[src/rtl/branch_pred_ctrl_if.sv]
// Decode / execute / table bundle for the
// 1-bit branch prediction controller.
interface branch_pred_ctrl_if #(
  parameter int IDXW = 6,
  parameter int CNTW = 16
);
  logic [IDXW-1:0] pc_d;
  logic            branch_d;
  logic            predict_taken_d;
  logic            stall_d;
  logic [IDXW-1:0] mem_raddr;
  logic            mem_rdata;
  logic [IDXW-1:0] mem_waddr;
  logic            mem_wd;
  logic            mem_we;
  logic            upd_valid_e;
  logic [IDXW-1:0] upd_idx_e;
  logic            upd_taken_e;
  logic            upd_pred_e;
  logic            mispredict_e;
  logic            clear_req;
  logic            busy;
  logic [CNTW-1:0] branch_count;
  logic [CNTW-1:0] miss_count;

  modport slave (
    input  pc_d, branch_d, mem_rdata,
    input  upd_valid_e, upd_idx_e,
    input  upd_taken_e, upd_pred_e,
    input  clear_req,
    output predict_taken_d, stall_d,
    output mem_raddr, mem_waddr,
    output mem_wd, mem_we,
    output mispredict_e, busy,
    output branch_count, miss_count
  );

  modport master (
    output pc_d, branch_d, mem_rdata,
    output upd_valid_e, upd_idx_e,
    output upd_taken_e, upd_pred_e,
    output clear_req,
    input  predict_taken_d, stall_d,
    input  mem_raddr, mem_waddr,
    input  mem_wd, mem_we,
    input  mispredict_e, busy,
    input  branch_count, miss_count
  );
endinterface

[src/rtl/branch_pred_ctrl.sv]
// 1-bit BHT controller: clear sweep, write port
// ownership, same-cycle bypass and statistics.
module branch_pred_ctrl #(
  parameter int IDXW      = 6,
  parameter int DEPTH     = 32,
  parameter int MISS_ONLY = 1,
  parameter int CNTW      = 16
) (
  input  logic clk,
  input  logic reset,
  branch_pred_ctrl_if.slave bus
);

  typedef enum logic {CLEAR, RUN} state_t;

  localparam logic [IDXW:0]   DEPTH_W = (IDXW+1)'(DEPTH);
  localparam logic [IDXW-1:0] LAST    = IDXW'(DEPTH - 1);

  state_t          state;
  logic [IDXW-1:0] clr_idx;
  logic            mis;
  logic            upd_ok;
  logic            pc_ok;
  logic            upd_we;

  // branch_d is informational only
  wire unused_branch_d = bus.branch_d;

  // clear sweep sequencer; clear_req restarts it
  always_ff @(posedge clk or posedge reset) begin
    if (reset) begin
      state   <= CLEAR;
      clr_idx <= '0;
    end else if (bus.clear_req) begin
      state   <= CLEAR;
      clr_idx <= '0;
    end else if (state == CLEAR) begin
      if (clr_idx == LAST) begin
        state   <= RUN;
        clr_idx <= '0;
      end else begin
        clr_idx <= clr_idx + 1'b1;
      end
    end
  end

  // update qualification and write/predict muxing
  always_comb begin
    mis    = bus.upd_valid_e
           & (bus.upd_taken_e ^ bus.upd_pred_e);
    upd_ok = {1'b0, bus.upd_idx_e} < DEPTH_W;
    pc_ok  = {1'b0, bus.pc_d} < DEPTH_W;
    upd_we = bus.upd_valid_e & upd_ok
           & ~bus.clear_req
           & ((MISS_ONLY != 0) ? mis : 1'b1);
    bus.mem_we          = 1'b1;
    bus.mem_waddr       = clr_idx;
    bus.mem_wd          = 1'b0;
    bus.predict_taken_d = 1'b0;
    case (state)
      CLEAR: begin
        bus.mem_we    = 1'b1;
        bus.mem_waddr = clr_idx;
        bus.mem_wd    = 1'b0;
      end
      RUN: begin
        bus.mem_we    = upd_we;
        bus.mem_waddr = bus.upd_idx_e;
        bus.mem_wd    = bus.upd_taken_e;
        if (!pc_ok)
          bus.predict_taken_d = 1'b0;
        else if (upd_we
                 && bus.upd_idx_e == bus.pc_d)
          bus.predict_taken_d = bus.upd_taken_e;
        else
          bus.predict_taken_d = bus.mem_rdata;
      end
      default: ;
    endcase
  end

  assign bus.mispredict_e = mis;
  assign bus.mem_raddr    = bus.pc_d;
  assign bus.busy         = (state == CLEAR);
  assign bus.stall_d      = (state == CLEAR);

  // saturating statistics, live in both states
  always_ff @(posedge clk or posedge reset) begin
    if (reset) begin
      bus.branch_count <= '0;
      bus.miss_count   <= '0;
    end else begin
      if (bus.upd_valid_e && bus.branch_count != '1)
        bus.branch_count <= bus.branch_count + 1'b1;
      if (mis && bus.miss_count != '1)
        bus.miss_count <= bus.miss_count + 1'b1;
    end
  end

endmodule

[src/flat_wrapper.sv]
// flat-port wrapper written by rule: the top's interface ports become plain ports
module branch_pred_ctrl_flat 
#(
  parameter int IDXW      = 6,
  parameter int DEPTH     = 32,
  parameter int MISS_ONLY = 1,
  parameter int CNTW      = 16
)
  (clk, reset, bus_pc_d, bus_branch_d, bus_mem_rdata, bus_upd_valid_e, bus_upd_idx_e, bus_upd_taken_e, bus_upd_pred_e, bus_clear_req, bus_predict_taken_d, bus_stall_d, bus_mem_raddr, bus_mem_waddr, bus_mem_wd, bus_mem_we, bus_mispredict_e, bus_busy, bus_branch_count, bus_miss_count);
  branch_pred_ctrl_if #(.IDXW(IDXW), .CNTW(CNTW)) bus_i ();
  input  logic clk;
  input  logic reset;
  input wire logic [$bits(bus_i.pc_d)-1:0] bus_pc_d;
  input wire logic [$bits(bus_i.branch_d)-1:0] bus_branch_d;
  input wire logic [$bits(bus_i.mem_rdata)-1:0] bus_mem_rdata;
  input wire logic [$bits(bus_i.upd_valid_e)-1:0] bus_upd_valid_e;
  input wire logic [$bits(bus_i.upd_idx_e)-1:0] bus_upd_idx_e;
  input wire logic [$bits(bus_i.upd_taken_e)-1:0] bus_upd_taken_e;
  input wire logic [$bits(bus_i.upd_pred_e)-1:0] bus_upd_pred_e;
  input wire logic [$bits(bus_i.clear_req)-1:0] bus_clear_req;
  output wire logic [$bits(bus_i.predict_taken_d)-1:0] bus_predict_taken_d;
  output wire logic [$bits(bus_i.stall_d)-1:0] bus_stall_d;
  output wire logic [$bits(bus_i.mem_raddr)-1:0] bus_mem_raddr;
  output wire logic [$bits(bus_i.mem_waddr)-1:0] bus_mem_waddr;
  output wire logic [$bits(bus_i.mem_wd)-1:0] bus_mem_wd;
  output wire logic [$bits(bus_i.mem_we)-1:0] bus_mem_we;
  output wire logic [$bits(bus_i.mispredict_e)-1:0] bus_mispredict_e;
  output wire logic [$bits(bus_i.busy)-1:0] bus_busy;
  output wire logic [$bits(bus_i.branch_count)-1:0] bus_branch_count;
  output wire logic [$bits(bus_i.miss_count)-1:0] bus_miss_count;
  assign bus_i.pc_d = bus_pc_d;
  assign bus_i.branch_d = bus_branch_d;
  assign bus_i.mem_rdata = bus_mem_rdata;
  assign bus_i.upd_valid_e = bus_upd_valid_e;
  assign bus_i.upd_idx_e = bus_upd_idx_e;
  assign bus_i.upd_taken_e = bus_upd_taken_e;
  assign bus_i.upd_pred_e = bus_upd_pred_e;
  assign bus_i.clear_req = bus_clear_req;
  assign bus_predict_taken_d = bus_i.predict_taken_d;
  assign bus_stall_d = bus_i.stall_d;
  assign bus_mem_raddr = bus_i.mem_raddr;
  assign bus_mem_waddr = bus_i.mem_waddr;
  assign bus_mem_wd = bus_i.mem_wd;
  assign bus_mem_we = bus_i.mem_we;
  assign bus_mispredict_e = bus_i.mispredict_e;
  assign bus_busy = bus_i.busy;
  assign bus_branch_count = bus_i.branch_count;
  assign bus_miss_count = bus_i.miss_count;
  branch_pred_ctrl #(.IDXW(IDXW), .DEPTH(DEPTH), .MISS_ONLY(MISS_ONLY), .CNTW(CNTW)) u_core (.clk(clk), .reset(reset), .bus(bus_i));
endmodule
[config.mk]
export PLATFORM = sky130hd
export DESIGN_NAME = branch_pred_ctrl_flat
export DESIGN_NICKNAME = d
export VERILOG_FILES = /design/src/rtl/branch_pred_ctrl_if.sv /design/src/rtl/branch_pred_ctrl.sv /design/src/flat_wrapper.sv
export SDC_FILE = /design/constraint.sdc
export NUM_CORES = 1
export LEC_CHECK = 0
export BUFFER_PORTS_ARGS = -buffer_cell sky130_fd_sc_hd__buf_2
export CAP_MARGIN = 20
export CORE_MARGIN = 3
export CORE_UTILIZATION = 55
export DETAILED_ROUTE_END_ITERATION = 10
export PLACE_DENSITY = 0.83
export SLEW_MARGIN = 40
export SYNTH_ARGS = -nofsm -noshare
export SYNTH_HDL_FRONTEND = slang
export SYNTH_SLANG_ARGS = --single-unit
[constraint.sdc]
create_clock -name clk -period 4.6 [get_ports clk]
set_input_delay 0.69 -clock clk [delete_from_list [all_inputs] [get_ports clk]]
set_output_delay 0.69 -clock clk [all_outputs]
set_load 0.01 [all_outputs]
* Yosys cells after proc, flatten, opt, wreduce, memory -nomap -nowiden
Cells that the tools add are included.
Word-level totals: flip-flop bits (word level) 39, logic and storage cells 36, input port bits 20, output and inout bits 50
Cells by class: bitwise logic cells 7, muxes and demuxes 12, order comparisons 2, add/sub/neg operators 3, eq/ne operators 5, reduce and logical (&&, ||, !) cells 3
Operators by type and width (count):
- 16-bit by 1-bit adder with 16-bit output (second input constant) | 2
- 16-bit inequality test (second input constant) | 2
- 6-bit two-way mux | 3
- 6-bit less-than comparator (second input constant) | 2
- 6-bit one-hot mux with 2 select lines | 1
- 6-bit by 1-bit adder with 6-bit output (second input constant) | 1
- 6-bit by 5-bit == test with 1-bit output (second input constant) | 1
- 6-bit == test | 1
- 1-bit two-way mux | 6
- 1-bit AND | 4
- 1-bit one-hot mux with 2 select lines | 2
- 1-bit logical AND | 3
- 2-bit inequality test (second input constant) | 1
- 1-bit inverter | 2
- 1-bit XOR | 1

* Depth between registers and ports, before layout
depth after elaboration 8, gate-level depth with buffers 5, gate-level depth less buffers 5

* Worst setup path before layout
No wires, ideal clock.
path kind input to output, from in bus_clear_req, to out bus_predict_taken_d, data arrival time 1689 ps, path buffers 1, setup slack 2221 ps, cell stages on the path 5, required time 3910 ps, cells stage by stage clkbuf_1 > nor2_1 > nand3_1 > nor4_1 > mux2i_1
Between the ends: cells in the longest elaborated chain, start to end 7
Ends and longest elaborated chain:
- from (decl) | line flat_wrapper.sv:20 | input wire logic [$bits(bus_i.clear_req)-1:0] bus_clear_req;
- 1-bit inverter | line branch_pred_ctrl.sv:54 | & ~bus.clear_req
- 1-bit AND | line branch_pred_ctrl.sv:54
- 1-bit AND | line branch_pred_ctrl.sv:55 | & ((MISS_ONLY != 0) ? mis : 1'b1);
- 1-bit logical AND | line branch_pred_ctrl.sv:73 | && bus.upd_idx_e == bus.pc_d)
- 1-bit two-way mux | line branch_pred_ctrl.sv:72 | else if (upd_we
- 1-bit two-way mux | line branch_pred_ctrl.sv:70 | if (!pc_ok)
- 1-bit two-way mux | line branch_pred_ctrl.sv:60 | case (state)
- to (decl) | line flat_wrapper.sv:21 | output wire logic [$bits(bus_i.predict_taken_d)-1:0] bus_predict_taken_d;
Every way passes these cells.

* Worst setup path after layout
from in bus_upd_pred_e, to out bus_predict_taken_d
Between the ends: cells in the longest elaborated chain, start to end 7
Ends and longest elaborated chain:
- from (decl) | line flat_wrapper.sv:19 | input wire logic [$bits(bus_i.upd_pred_e)-1:0] bus_upd_pred_e;
- 1-bit XOR | line branch_pred_ctrl.sv:50 | & (bus.upd_taken_e ^ bus.upd_pred_e);
- 1-bit AND | line branch_pred_ctrl.sv:50
- 1-bit AND | line branch_pred_ctrl.sv:55
- 1-bit logical AND | line branch_pred_ctrl.sv:73
- 1-bit two-way mux | line branch_pred_ctrl.sv:72
- 1-bit two-way mux | line branch_pred_ctrl.sv:70
- 1-bit two-way mux | line branch_pred_ctrl.sv:60
Every way passes these cells.

==> flow_summary_export.csv <==
group,metric,value,unit
status,status,"complete, no violations",
synthesis,synth-seq-cells,39,
worst_setup_path,path_max_fanout,4,
worst_setup_path,path_class,"in -> out",
power,fin_total_pwr,1.03,mW
cells_and_area,drive_above_1_share,0.361,
die,die-area,4870,um2
placed_design,place_hpwl,3.37,mm
synthesis,syn-instance-count,211,
worst_setup_path,cp.required,3910,ps
cells_and_area,area.sequential,976,um2
sta,setup_viol,0,
synthesis,syn-mean-instance-area,10.6,um2
sta,period_needed,2580,ps
global_routing,grt_pass1_vias,1669,
sta,drv_slew,0,
cells_and_area,diodes,0,
placed_design,port_buffers,68,
detailed_routing,num_vias,1732,
power,ir_worst_vdd,0.244,mV
cts,cts_tree,"yes",
cells_and_area,multi_input_area,1170,um2
global_routing,grt_pass1_wl,7.73,mm
worst_hold_path,hp-class,"in -> async",
die,die_h,69.8,um
cts,cts_hold_buf,0,
synthesis,syn-num-nets,234,
synthesis,synth_edf_count,0,
worst_setup_path,crit_chain,"buf_2 -> xor2_2 -> nand3_1 -> nor4_1 -> mux2i_1 -> buf_2",
worst_setup_path,timing.critical_path.mode_cell,"buf_2",
worst_setup_path,cp_top_family,"simple AND/OR/NAND/NOR gates",
global_routing,grt_max_degree,40,
detailed_routing,vias_per_cell,5.33,
sta,worstMarginPinSlew,597,ps
die,ios,70,
sta,timing.final.crit_share,0.561,
sta,fin_setup_tns,0,ps
power,p_per_area,385,nW/um2
cts,cts_sinks,39,
job,drv_cap,0,
cells_and_area,syn2layout_area_growth,20.1,%
synthesis,synth-main-ff-cell,"dfrtp_1",
detailed_routing,dr.pass1.iters,4,
synthesis,yosys_warnings,0,
sta,finClkSkew,5.48,ps
global_routing,grt_usage,0.193,
sta,max_slew_margin,0.602,
cts,cts_resized,0,
cells_and_area,nFillCells,307,
power,power.leakage,1.35,nW
detailed_routing,drcViolationCount,0,
worst_setup_path,worst_path_max_delay_cell,"nor4_1",
die,start_util,0.589,
sta,hold_viol,0,
sta,rsz0062_at_grt,"false",
sta,fmax,0.388,GHz
synthesis,syn-cell-area,2240,um2
worst_setup_path,worst-path-buf-inv,2,
global_routing,gr-total-overflow,0,
synthesis,synthArstFlopShare,1.00,
synthesis,synth_seq_area_share,0.436,
detailed_routing,avgRoutedWirePerCell,13.7,um
cts,cts_max_level,2,
synthesis,yosys.cell_types.count,45,
placed_design,gp_congestion,0.798,
cts,post-cts-setup-buffer-count,0,
cts,numCtsBuffers,5,
detailed_routing,antenna_left,0,
detailed_routing,drt_iter0_drc,129,
global_routing,grt_antenna_before_repair,0,
detailed_routing,totalWireLength,4.46,mm
worst_setup_path,cp.arrival,1890,ps
cells_and_area,finalNetCount,299,
die,chipWidth,69.8,um
cts,clockBufferDepth,2,
worst_setup_path,slowest_delay,350,ps
die,rows,22,
worst_setup_path,worstSetupEndpointType,"primary output",
cts,clk_latency,290,ps
cts,root_buffer,"clkbuf_8",
worst_setup_path,critPathLaunchType,"input pin",
die,fp.coreArea,3800,um2
cts,clk_pin_slew,70,ps
through the flow:
| step | hold WS (ps) | utilization | instance area (um2) | instances | setup WS [ps] |
|---|---|---|---|---|---|
| after global placement | 492 | 0.677 | 2570 | 317 | 2010 |
| after detailed placement | 496 | 0.677 | 2570 | 317 | 2010 |
| after floorplan | 519 | - | 2240 | 211 | 2220 |
| final | 495 | 0.707 | 2690 | 325 | 2020 |
| after CTS | 509 | 0.707 | 2690 | 325 | 2010 |
| after global routing | 530 | 0.707 | 2690 | 325 | 1890 |
report_power, final:
| part | total [mW] | leakage, nW | switching, mW | internal [mW] |
|---|---|---|---|---|
| registers | 0.490 | 0.514 | 0.0844 | 0.405 |
| logic | 0.266 | 0.779 | 0.142 | 0.124 |
| clock network | 0.278 | 0.0581 | 0.117 | 0.161 |
kinds of logic (layout without fill, tap and decap cells):
family | after synthesis | count (layout) | synth area share
simple gates | 91 | 91 | 0.262
flops | 39 | 39 | 0.436
xor+xnor | 34 | 34 | 0.137
buf+inv | 17 | 83 | 0.0420
compound gates | 15 | 15 | 0.0459
mux | 12 | 12 | 0.0599
fa+ha+maj | 3 | 3 | 0.0168
sequential cells by signal, summed over array words and instances (netlist names):
name / count
u_core.clr_idx: 6
u_core.bus.miss_count: 16
u_core.state: 1
u_core.bus.branch_count: 16
metal layers:
layer	global-route usage	vias up	wire length, um
met3	0.0507	4	184
met1	0.256	820	2030
met4	0.0489	0	40
met5	0	-	0
met2	0.315	29	2200
li1	-	879	-
final timing paths:
path | startpoint | endpoint | slack (ps) | cells past startpoint
max | bus_upd_pred_e | bus_predict_taken_d | 2020 | 6
min | reset | u_core.bus.miss_count[11]$_DFFE_PP0P_ | 500 | 3
max reg2reg | u_core.bus.miss_count[0]$_DFFE_PP0P_ | u_core.bus.miss_count[1]$_DFFE_PP0P_ | 2810 | 5
min reg2reg | u_core.bus.miss_count[7]$_DFFE_PP0P_ | u_core.bus.miss_count[7]$_DFFE_PP0P_ | 510 | 1
max in group asynchronous | reset | u_core.bus.miss_count[12]$_DFFE_PP0P_ | 3770 | 3
min in group clk | u_core.bus.miss_count[7]$_DFFE_PP0P_ | u_core.bus.miss_count[7]$_DFFE_PP0P_ | 510 | 1
cells in the mapped netlist (2+ instances only):
cell      number  share of area
a21o_1         2         0.0067
a21oi_1        4         0.0090
a31oi_1        3         0.0084
and3_1         2         0.0056
and3_2         2         0.0067
and4_1         4          0.016
buf_4          8          0.027
clkbuf_1       2         0.0034
dfrtp_1       39           0.44
ha_1           3          0.017
inv_1          6          0.010
mux2_2         6          0.030
mux2i_1        4          0.018
nand2_1       13          0.022
nand3_1       14          0.031
nand3b_1       3          0.010
nand4_1        7          0.020
nand4_2        3          0.017
nand4b_1       3          0.012
nor2_1        17          0.029
nor2b_1        2         0.0056
nor3_1         6          0.013
nor4_1         4          0.011
nor4_2         2          0.011
xnor2_1       18          0.071
xor2_1        15          0.059
placed cells by master, fill, tap and decap left out, types with 2 or more instances in the layout:
master | Yosys | final
nor4_1 | 4 | 4
nor3_1 | 6 | 6
dfrtp_1 | 39 | 39
and3_1 | 2 | 2
nand4_1 | 7 | 7
inv_1 | 6 | 6
nor2_1 | 17 | 17
a21o_1 | 2 | 2
ha_1 | 3 | 3
nor2b_1 | 2 | 2
clkbuf_8 | 0 | 5
xnor2_1 | 18 | 18
buf_2 | 0 | 68
a31oi_1 | 3 | 3
nand3b_1 | 3 | 3
xor2_1 | 15 | 15
nand4b_1 | 3 | 3
nor4_2 | 2 | 2
and4_1 | 4 | 4
nand3_1 | 14 | 14
mux2i_1 | 4 | 4
nand2_1 | 13 | 13
and3_2 | 2 | 2
nand4_2 | 3 | 3
a21oi_1 | 4 | 4
mux2_2 | 6 | 6
area by class of cell:
class | instances | share of cell area
repair buffers | 69 | 0.130
well taps | 48 | 0.0224
clock buffers | 5 | 0.0256
clock inverters | 3 | 0.0163
flip-flops and latches | 39 | 0.363
inverters | 6 | 0.00839
multi-input cells | 155 | 0.434
worst reg2reg max path: cells and delay by family, from the launching register on:
family                   cells  cell delay (ps)
multiplexers                 1              340
flip-flops                   1              420
adder cells (fa/ha/maj)      1              250
AND/OR/NAND/NOR              3              670
Power figures use the tool's default switching activity.
